<file path="config.mk">
export PLATFORM = sky130hd
export DESIGN_NAME = dmem_responder
export DESIGN_NICKNAME = d
export VERILOG_FILES = /design/src/rtl/dmem_pkg.sv /design/src/rtl/dmem_ram.sv /design/src/rtl/dmem_responder.sv
export SDC_FILE = /design/constraint.sdc
export NUM_CORES = 2
export LEC_CHECK = 0
export BUFFER_PORTS_ARGS = -buffer_cell sky130_fd_sc_hd__buf_2
export CAP_MARGIN = 20
export CELL_PAD_IN_SITES_DETAIL_PLACEMENT = 2
export CELL_PAD_IN_SITES_GLOBAL_PLACEMENT = 2
export CORE_UTILIZATION = 47
export DETAILED_ROUTE_END_ITERATION = 16
export HOLD_SLACK_MARGIN = 0.06
export PLACE_DENSITY = 0.86
export SYNTH_ARGS = -nofsm -noshare
export SYNTH_HDL_FRONTEND = slang
export SYNTH_HIERARCHICAL = 1
export SYNTH_SLANG_ARGS = --single-unit
</file>
<file path="constraint.sdc">
create_clock -name clk -period 4.8 [get_ports clk]
set_input_delay 0.72 -clock clk [delete_from_list [all_inputs] [get_ports clk]]
set_output_delay 0.72 -clock clk [all_outputs]
set_load 0.02 [all_outputs]
</file>
<file path="src/rtl/dmem_pkg.sv">
`default_nettype none
// ============================================================================
//  Module      : dmem_pkg
//  Description : Shared types and constants for the data-memory responder:
//                access size encoding, responder FSM states, byte-enable
//                patterns and a byte-enable helper.
//  Revision    : 1.0 - initial release
// ============================================================================
package dmem_pkg;

    typedef enum logic [1:0] {
        SZ_BYTE = 2'b00,
        SZ_HALF = 2'b01,
        SZ_WORD = 2'b10,
        SZ_RSVD = 2'b11
    } size_e;

    typedef enum logic [1:0] {
        IDLE = 2'b00,
        WAIT = 2'b01,
        RESP = 2'b10
    } state_e;

    localparam logic [3:0] C_BE_BYTE = 4'b0001;
    localparam logic [3:0] C_BE_HALF = 4'b0011;
    localparam logic [3:0] C_BE_WORD = 4'b1111;

    // Byte-enable pattern for an access of the given size at a lane offset.
    // The offset is expected to be already aligned to the access size.
    function automatic logic [3:0] byte_enable(input size_e size, input logic [1:0] off);
        logic [3:0] be;
        case (size)
            SZ_BYTE: be = C_BE_BYTE << off;
            SZ_HALF: be = C_BE_HALF << off;
            default: be = C_BE_WORD;
        endcase
        return be;
    endfunction

endpackage
`default_nettype wire

</file>
<file path="src/rtl/dmem_ram.sv">
`default_nettype none
// ============================================================================
//  Module      : dmem_ram
//  Description : Word-organised RAM, DEPTH x WIDTH, synchronous byte-enabled
//                write and synchronous read. The array is never reset.
//  Revision    : 1.0 - initial release
// ============================================================================
module dmem_ram #(
    parameter int WIDTH = 32,
    parameter int DEPTH = 64,
    parameter int AW    = $clog2(DEPTH)
) (
    input  logic                 clk,
    input  logic                 we,
    input  logic [WIDTH/8-1:0]   be,
    input  logic [AW-1:0]        addr,
    input  logic [WIDTH-1:0]     wdata,
    output logic [WIDTH-1:0]     rdata
);

    logic [WIDTH-1:0] r_mem [DEPTH];

    // Byte-lane write and registered read (read returns pre-write contents).
    always_ff @(posedge clk) begin
        if (we) begin
            for (int i = 0; i < WIDTH/8; i++) begin
                if (be[i]) begin
                    r_mem[addr][8*i +: 8] <= wdata[8*i +: 8];
                end
            end
        end
        rdata <= r_mem[addr];
    end

endmodule
`default_nettype wire

</file>
<file path="src/rtl/dmem_responder.sv">
`default_nettype none
// ============================================================================
//  Module      : dmem_responder
//  Description : Memory-side responder for the core load/store port. Accepts
//                one request at a time, inserts WAIT_CYCLES wait states, then
//                performs a byte/half/word access and returns a one-cycle
//                response. Out-of-range addresses and the reserved size are
//                rejected with resp_err.
//                Optional: DMEM_MISALIGN_TRAP_EN - misaligned half/word
//                accesses raise resp_err instead of being forced aligned.
//  Revision    : 1.0 - initial release
// ============================================================================
module dmem_responder
    import dmem_pkg::*;
#(
    parameter int WIDTH       = 32,
    parameter int DEPTH       = 64,
    parameter int WAIT_CYCLES = 1
) (
    input  logic             clk,
    input  logic             rst,
    input  logic             req_valid,
    output logic             req_ready,
    input  logic             req_we,
    input  logic [1:0]       req_size,
    input  logic [WIDTH-1:0] req_addr,
    input  logic [WIDTH-1:0] req_wdata,
    output logic             resp_valid,
    output logic [WIDTH-1:0] resp_rdata,
    output logic             resp_err
);

    localparam int AW = $clog2(DEPTH);
    localparam logic [3:0] C_WAIT_LOAD = (WAIT_CYCLES > 0) ? 4'(WAIT_CYCLES - 1) : 4'd0;
    localparam logic [WIDTH-1:0] C_MASK_BYTE = {{(WIDTH-8){1'b0}}, 8'hFF};
    localparam logic [WIDTH-1:0] C_MASK_HALF = {{(WIDTH-16){1'b0}}, 16'hFFFF};

    state_e           r_state;
    logic [3:0]       r_cnt;
    logic             r_we;
    size_e            r_size;
    logic [WIDTH-1:0] r_addr;
    logic [WIDTH-1:0] r_wdata;
    logic             r_req_ready;
    logic             r_resp_valid;
    logic             r_resp_err;
    logic             r_ld_ok;
    logic [1:0]       r_off;

    // In IDLE the request is taken straight from the ports so a zero-wait
    // access can hit the RAM on its accept edge; otherwise use the latch.
    logic             w_in_idle;
    logic             w_cur_we;
    size_e            w_cur_size;
    logic [WIDTH-1:0] w_cur_addr;
    logic [WIDTH-1:0] w_cur_wdata;
    logic             w_accept;
    logic             w_enter_resp;
    logic             w_oor;
    logic             w_misalign;
    logic             w_err;
    logic [1:0]       w_off;
    logic [3:0]       w_be;
    logic [WIDTH-1:0] w_lanes;
    logic             w_ram_we;
    logic [WIDTH-1:0] w_ram_rdata;
    logic [WIDTH-1:0] w_shift;
    logic [WIDTH-1:0] w_mask;

    assign w_in_idle    = (r_state == IDLE);
    assign w_cur_we     = w_in_idle ? req_we           : r_we;
    assign w_cur_size   = w_in_idle ? size_e'(req_size) : r_size;
    assign w_cur_addr   = w_in_idle ? req_addr         : r_addr;
    assign w_cur_wdata  = w_in_idle ? req_wdata        : r_wdata;
    assign w_accept     = w_in_idle && req_valid;
    assign w_enter_resp = (w_accept && (WAIT_CYCLES == 0)) ||
                          ((r_state == WAIT) && (r_cnt == 4'd0));

    assign w_oor = |(w_cur_addr >> (AW + 2));
`ifdef DMEM_MISALIGN_TRAP_EN
    assign w_misalign = ((w_cur_size == SZ_HALF) && w_cur_addr[0]) ||
                        ((w_cur_size == SZ_WORD) && (w_cur_addr[1:0] != 2'b00));
`else
    assign w_misalign = 1'b0;
`endif
    assign w_err = w_oor || w_misalign || (w_cur_size == SZ_RSVD);

    // Lane offset forced to the access alignment, and lane-replicated write data.
    always_comb begin
        w_off   = 2'b00;
        w_lanes = w_cur_wdata;
        case (w_cur_size)
            SZ_BYTE: begin
                w_off   = w_cur_addr[1:0];
                w_lanes = {(WIDTH/8){w_cur_wdata[7:0]}};
            end
            SZ_HALF: begin
                w_off   = {w_cur_addr[1], 1'b0};
                w_lanes = {(WIDTH/16){w_cur_wdata[15:0]}};
            end
            default: begin
                w_off   = 2'b00;
                w_lanes = w_cur_wdata;
            end
        endcase
    end

    assign w_be     = byte_enable(w_cur_size, w_off);
    assign w_ram_we = w_enter_resp && w_cur_we && !w_err && !rst;

    dmem_ram #(
        .WIDTH (WIDTH),
        .DEPTH (DEPTH),
        .AW    (AW)
    ) u_ram (
        .clk   (clk),
        .we    (w_ram_we),
        .be    (w_be),
        .addr  (w_cur_addr[AW+1:2]),
        .wdata (w_lanes),
        .rdata (w_ram_rdata)
    );

    // Responder FSM: accept, count down wait states, present one response.
    always_ff @(posedge clk) begin
        if (rst) begin
            r_state      <= IDLE;
            r_cnt        <= 4'd0;
            r_we         <= 1'b0;
            r_size       <= SZ_BYTE;
            r_addr       <= '0;
            r_wdata      <= '0;
            r_req_ready  <= 1'b1;
            r_resp_valid <= 1'b0;
            r_resp_err   <= 1'b0;
            r_ld_ok      <= 1'b0;
            r_off        <= 2'b00;
        end else begin
            case (r_state)
                IDLE: begin
                    if (req_valid) begin
                        r_we        <= req_we;
                        r_size      <= size_e'(req_size);
                        r_addr      <= req_addr;
                        r_wdata     <= req_wdata;
                        r_cnt       <= C_WAIT_LOAD;
                        r_req_ready <= 1'b0;
                        r_state     <= WAIT;
                    end
                end
                WAIT: begin
                    if (r_cnt != 4'd0) begin
                        r_cnt <= r_cnt - 4'd1;
                    end
                end
                default: begin
                    r_state      <= IDLE;
                    r_req_ready  <= 1'b1;
                    r_resp_valid <= 1'b0;
                    r_resp_err   <= 1'b0;
                    r_ld_ok      <= 1'b0;
                end
            endcase
            if (w_enter_resp) begin
                r_state      <= RESP;
                r_req_ready  <= 1'b0;
                r_resp_valid <= 1'b1;
                r_resp_err   <= w_err;
                r_ld_ok      <= !w_cur_we && !w_err;
                r_off        <= w_off;
            end
        end
    end

    // Load data: align the registered RAM word and zero-fill above the size.
    always_comb begin
        w_shift = w_ram_rdata >> {r_off, 3'b000};
        case (r_size)
            SZ_BYTE: w_mask = C_MASK_BYTE;
            SZ_HALF: w_mask = C_MASK_HALF;
            default: w_mask = '1;
        endcase
    end

    assign req_ready  = r_req_ready;
    assign resp_valid = r_resp_valid;
    assign resp_err   = r_resp_err;
    assign resp_rdata = (r_resp_valid && r_ld_ok) ? (w_shift & w_mask) : '0;

endmodule
`default_nettype wire

</file>
==> impl_metrics.json, run 1 <==
{
  "syn_area_mm2": 0.0835,
  "failed_stage": "3_5_place_dp",
  "synth_top_cell_by_area": "edfxtp_1",
  "synth_fp_nets": 5320,
  "yosys_warnings": 6,
  "ys.flop_type": "edfxtp_1",
  "status": "aborted with a tool error",
  "synthTopCellsByCount": "2048 x edfxtp_1, 545 x nor2_1, 493 x a221oi_1",
  "synth-edff-count": 2048,
  "place_hpwl_um": 247000,
  "ys_seq_elements": 2159,
  "synth.top_cell.area_share": 0.736,
  "synthTopCellsByArea": "edfxtp_1 74%, a221oi_1 5.2%, dfxtp_1 2.7%",
  "num_rows": 154,
  "gp_congestion": 0.904,
  "ys_seq_area_frac": 0.763,
  "synth_compound_area_frac": 0.121,
  "syn_avg_cell_area_um2": 15.9,
  "synth_mux_area_frac": 0.0387,
  "start_util": 0.474,
  "die_w_um": 424,
  "portBuffers": 104,
  "synth-simple-area-share": 0.0535,
  "async_reset_ff_frac": 0,
  "firstError": "[ERROR DPL-0033] detailed placement checks failed during check placement.",
  "synthCells": 5248,
  "synth_xor_area_frac": 0.000210,
  "synth_cell_types": 70,
  "synth_top_family_by_area": "compound AO/OA/AOI/OAI gates",
  "synth_fa_ha_area_frac": 0.000300,
  "ios": 105,
  "fp.dieH_um": 424,
  "yosys.cell_count.top_type": "edfxtp_1"
}
stage by stage:
step / instances / cell area, µm²
after floorplan: 5248 / 83500
after global placement: 7635 / 88700
cell families after synthesis:
family                     Yosys count
muxes                              261
adders and majority gates            2
DFF                               2159
buffers and inverters              437
AOI/OAI and AO/OA                 1358
xor gates and xnor gates             2
and+or+nand+nor                   1029
==> run 2, diff against run 1 <==
--- a/config.mk
+++ b/config.mk
@@ -7,12 +7,9 @@
 export LEC_CHECK = 0
 export BUFFER_PORTS_ARGS = -buffer_cell sky130_fd_sc_hd__buf_2
 export CAP_MARGIN = 20
-export CELL_PAD_IN_SITES_DETAIL_PLACEMENT = 2
-export CELL_PAD_IN_SITES_GLOBAL_PLACEMENT = 2
-export CORE_UTILIZATION = 47
+export CORE_UTILIZATION = 40
 export DETAILED_ROUTE_END_ITERATION = 16
-export HOLD_SLACK_MARGIN = 0.06
-export PLACE_DENSITY = 0.86
+export PLACE_DENSITY_LB_ADDON = 0.15
 export SYNTH_ARGS = -nofsm -noshare
 export SYNTH_HDL_FRONTEND = slang
 export SYNTH_HIERARCHICAL = 1
==> impl_metrics.json, run 2 <==
{
  "p_total_mw": 50.9,
  "first_iter_violations": 7220,
  "synthTopCellsByCount": "2048 x edfxtp_1, 545 x nor2_1, 493 x a221oi_1",
  "async_reset_ff_frac": 0,
  "cts.sinks": 2159,
  "regMostFlops": "u_ram/r_mem",
  "stdcell_count": 8595,
  "required_ns": 5.28,
  "grt_antenna_before_repair": 16,
  "comb_power_share": 0.224,
  "cts_buffer_depth": 3,
  "cap_violations": 0,
  "p_int_mw": 34.8,
  "clockRootBuffer": "clkbuf_16",
  "vias": 52900,
  "post_cts_resized": 0,
  "start_util": 0.403,
  "power.density_mw_per_mm2": 525,
  "hold_path.class": "primary input to flop",
  "switchingPower_mw": 16.1,
  "grt_pass1_wl_um": 403000,
  "ios": 105,
  "crit_start": "r_state[0]",
  "syn_avg_cell_area_um2": 15.9,
  "ys_seq_area_frac": 0.763,
  "ir_drop_v": 0.000502,
  "synthCells": 5248,
  "critical_path_arrival_ns": 5.03,
  "clk_pin_slew_ns": 0.06,
  "relSlewSlack": 0.212,
  "clock_power_share": 0.327,
  "place_hpwl_um": 181000,
  "sw_frac_of_total": 0.317,
  "finalCriticalPeriod_ns": 4.55,
  "ys_seq_elements": 2159,
  "place_inst": 8162,
  "cts_tree": "yes",
  "rsz0062_at_grt": "no",
  "dieArea_mm2": 0.211,
  "firstDrtPassIters": 6,
  "synth.top_cell.area_share": 0.736,
  "min_from": "req_addr[3]",
  "synth_cell_types": 70,
  "grt_pass1_vias": 50700,
  "core_mm2": 0.207,
  "num_rows": 167,
  "gp_congestion": 0.860,
  "grt-ovfl-total": 0,
  "synthTopCellsByArea": "edfxtp_1 74%, a221oi_1 5.2%, dfxtp_1 2.7%",
  "design_area_mm2": 0.0970,
  "path_class": "flop to flop",
  "crit_path_start_kind": "flop",
  "die_w_um": 459,
  "fp.dieH_um": 459,
  "r2r-start": "r_state[0]",
  "synth_top_cell_by_area": "edfxtp_1",
  "worstMarginPinSlew_ns": 1.18,
  "power_frac_seq": 0.449,
  "ant_nets": 0,
  "syn_area_mm2": 0.0835,
  "worst_setup_path_end_kind": "flop",
  "fin_crit_sh": 0.947,
  "yosys.cell_count.top_type": "edfxtp_1",
  "p_leak_nw": 31.0,
  "grt_start_max_net_pins": 78,
  "ff2ff_setup_slack_ns": 0.25,
  "final_layout_size_suffix_gt1_frac": 0.180,
  "hold_viol": 0,
  "postCtsHoldBufs": 0,
  "nets": 5669,
  "grt_util_all_layers": 0.270,
  "synth-edff-count": 2048,
  "post_cts_buffers": 0,
  "syn_to_final_growth_pct": 16.1,
  "tns_ns": 0,
  "skew_ns": 0.0314,
  "maxSlewViolCount": 0,
  "fmax_ghz": 0.220,
  "portBuffers": 104,
  "avgViaCountPerCell": 6.15,
  "largest_register_ffs": 2048,
  "ctsHtreeMaxLevel": 4,
  "insertion_delay_ns": 0.87,
  "drcViolationCount": 0,
  "mostFrequentLayoutCell": "edfxtp_1",
  "final_cell_mix": "2048 x edfxtp_1, 542 x nor2_1, 493 x a221oi_1",
  "status": "completed",
  "wirelength_um": 289000,
  "wl_per_cell_um": 33.6,
  "critPathMaxFanout": 49,
  "dpl_cell_area_mm2": 0.0901,
  "whs_ns": 0.114,
  "finalSetupViolCount": 0,
  "synth_fp_nets": 5320,
  "yosys_warnings": 6,
  "cts-buffers-inserted": 221,
  "ys.flop_type": "edfxtp_1"
}
-- run 2: cell families after synthesis --
logic type	after synthesis	synth area share
flip-flops	2159	0.763
multiplexers	261	0.0387
buffers and inverters	437	0.0240
AND/OR/NAND/NOR	1029	0.0535
XOR/XNOR	2	0.000210
adder cells (fa/ha/maj)	2	0.000299
AO/OA/AOI/OAI	1358	0.121
-- run 2: final cells by class --
type                       count  area, µm²
antenna                       19       47.5
tap                         2788       3490
clock inverter               124        992
sequential                  2159      63700
multi-input combinational   2652      18300
fill                       18000     110000
inverter                      17       78.8
clock buffer                 290       5900
timing repair buffer         546       4480
-- run 2: power groups by stage --
stage	Sequential [mW]	Combinational, mW	Clock (mW)
CTS	22.8	11.3	16.8
global route	22.8	11.8	17.6
floorplan	23.0	5.63	0
global placement	23.3	11.2	0
finish	22.9	11.4	16.6
detailed placement	23.2	11.3	0
-- run 2: worst paths after layout --
check                       endpoint  cells past startpoint
setup / recovery  u_ram/r_mem[38][6]                      8
hold / removal             r_addr[3]                      3
hold reg to reg          r_wdata[20]                      2
setup reg to reg  u_ram/r_mem[38][6]                      8
-- run 2: metrics by stage --
stage / setup slack, ns / utilization
floorplan: 1.03 / -
global placement: 0.391 / 0.434
detailed placement: 0.356 / 0.434
CTS: 0.343 / 0.468
global route: 0.162 / 0.468
finish: 0.253 / 0.468
-- run 2: layer usage --
layer / GRT usage / share of wire
met1: 0.388 / 0.42
met2: 0.417 / 0.46
met3: 0.0417 / 0.080
met4: 0.0949 / 0.035
met5: 0 / 0
-- run 2: worst max-delay path, cell delays in order (launching register included) --
cell     delay (ns)
dfxtp_1        0.52
or2_2          0.37
nand2_1        0.15
nand2_4        0.47
nor2b_4        0.34
buf_12         0.27
buf_4          0.39
nand3_1        0.68
nor2_1         0.87
(Power assumes the default switching activity.)
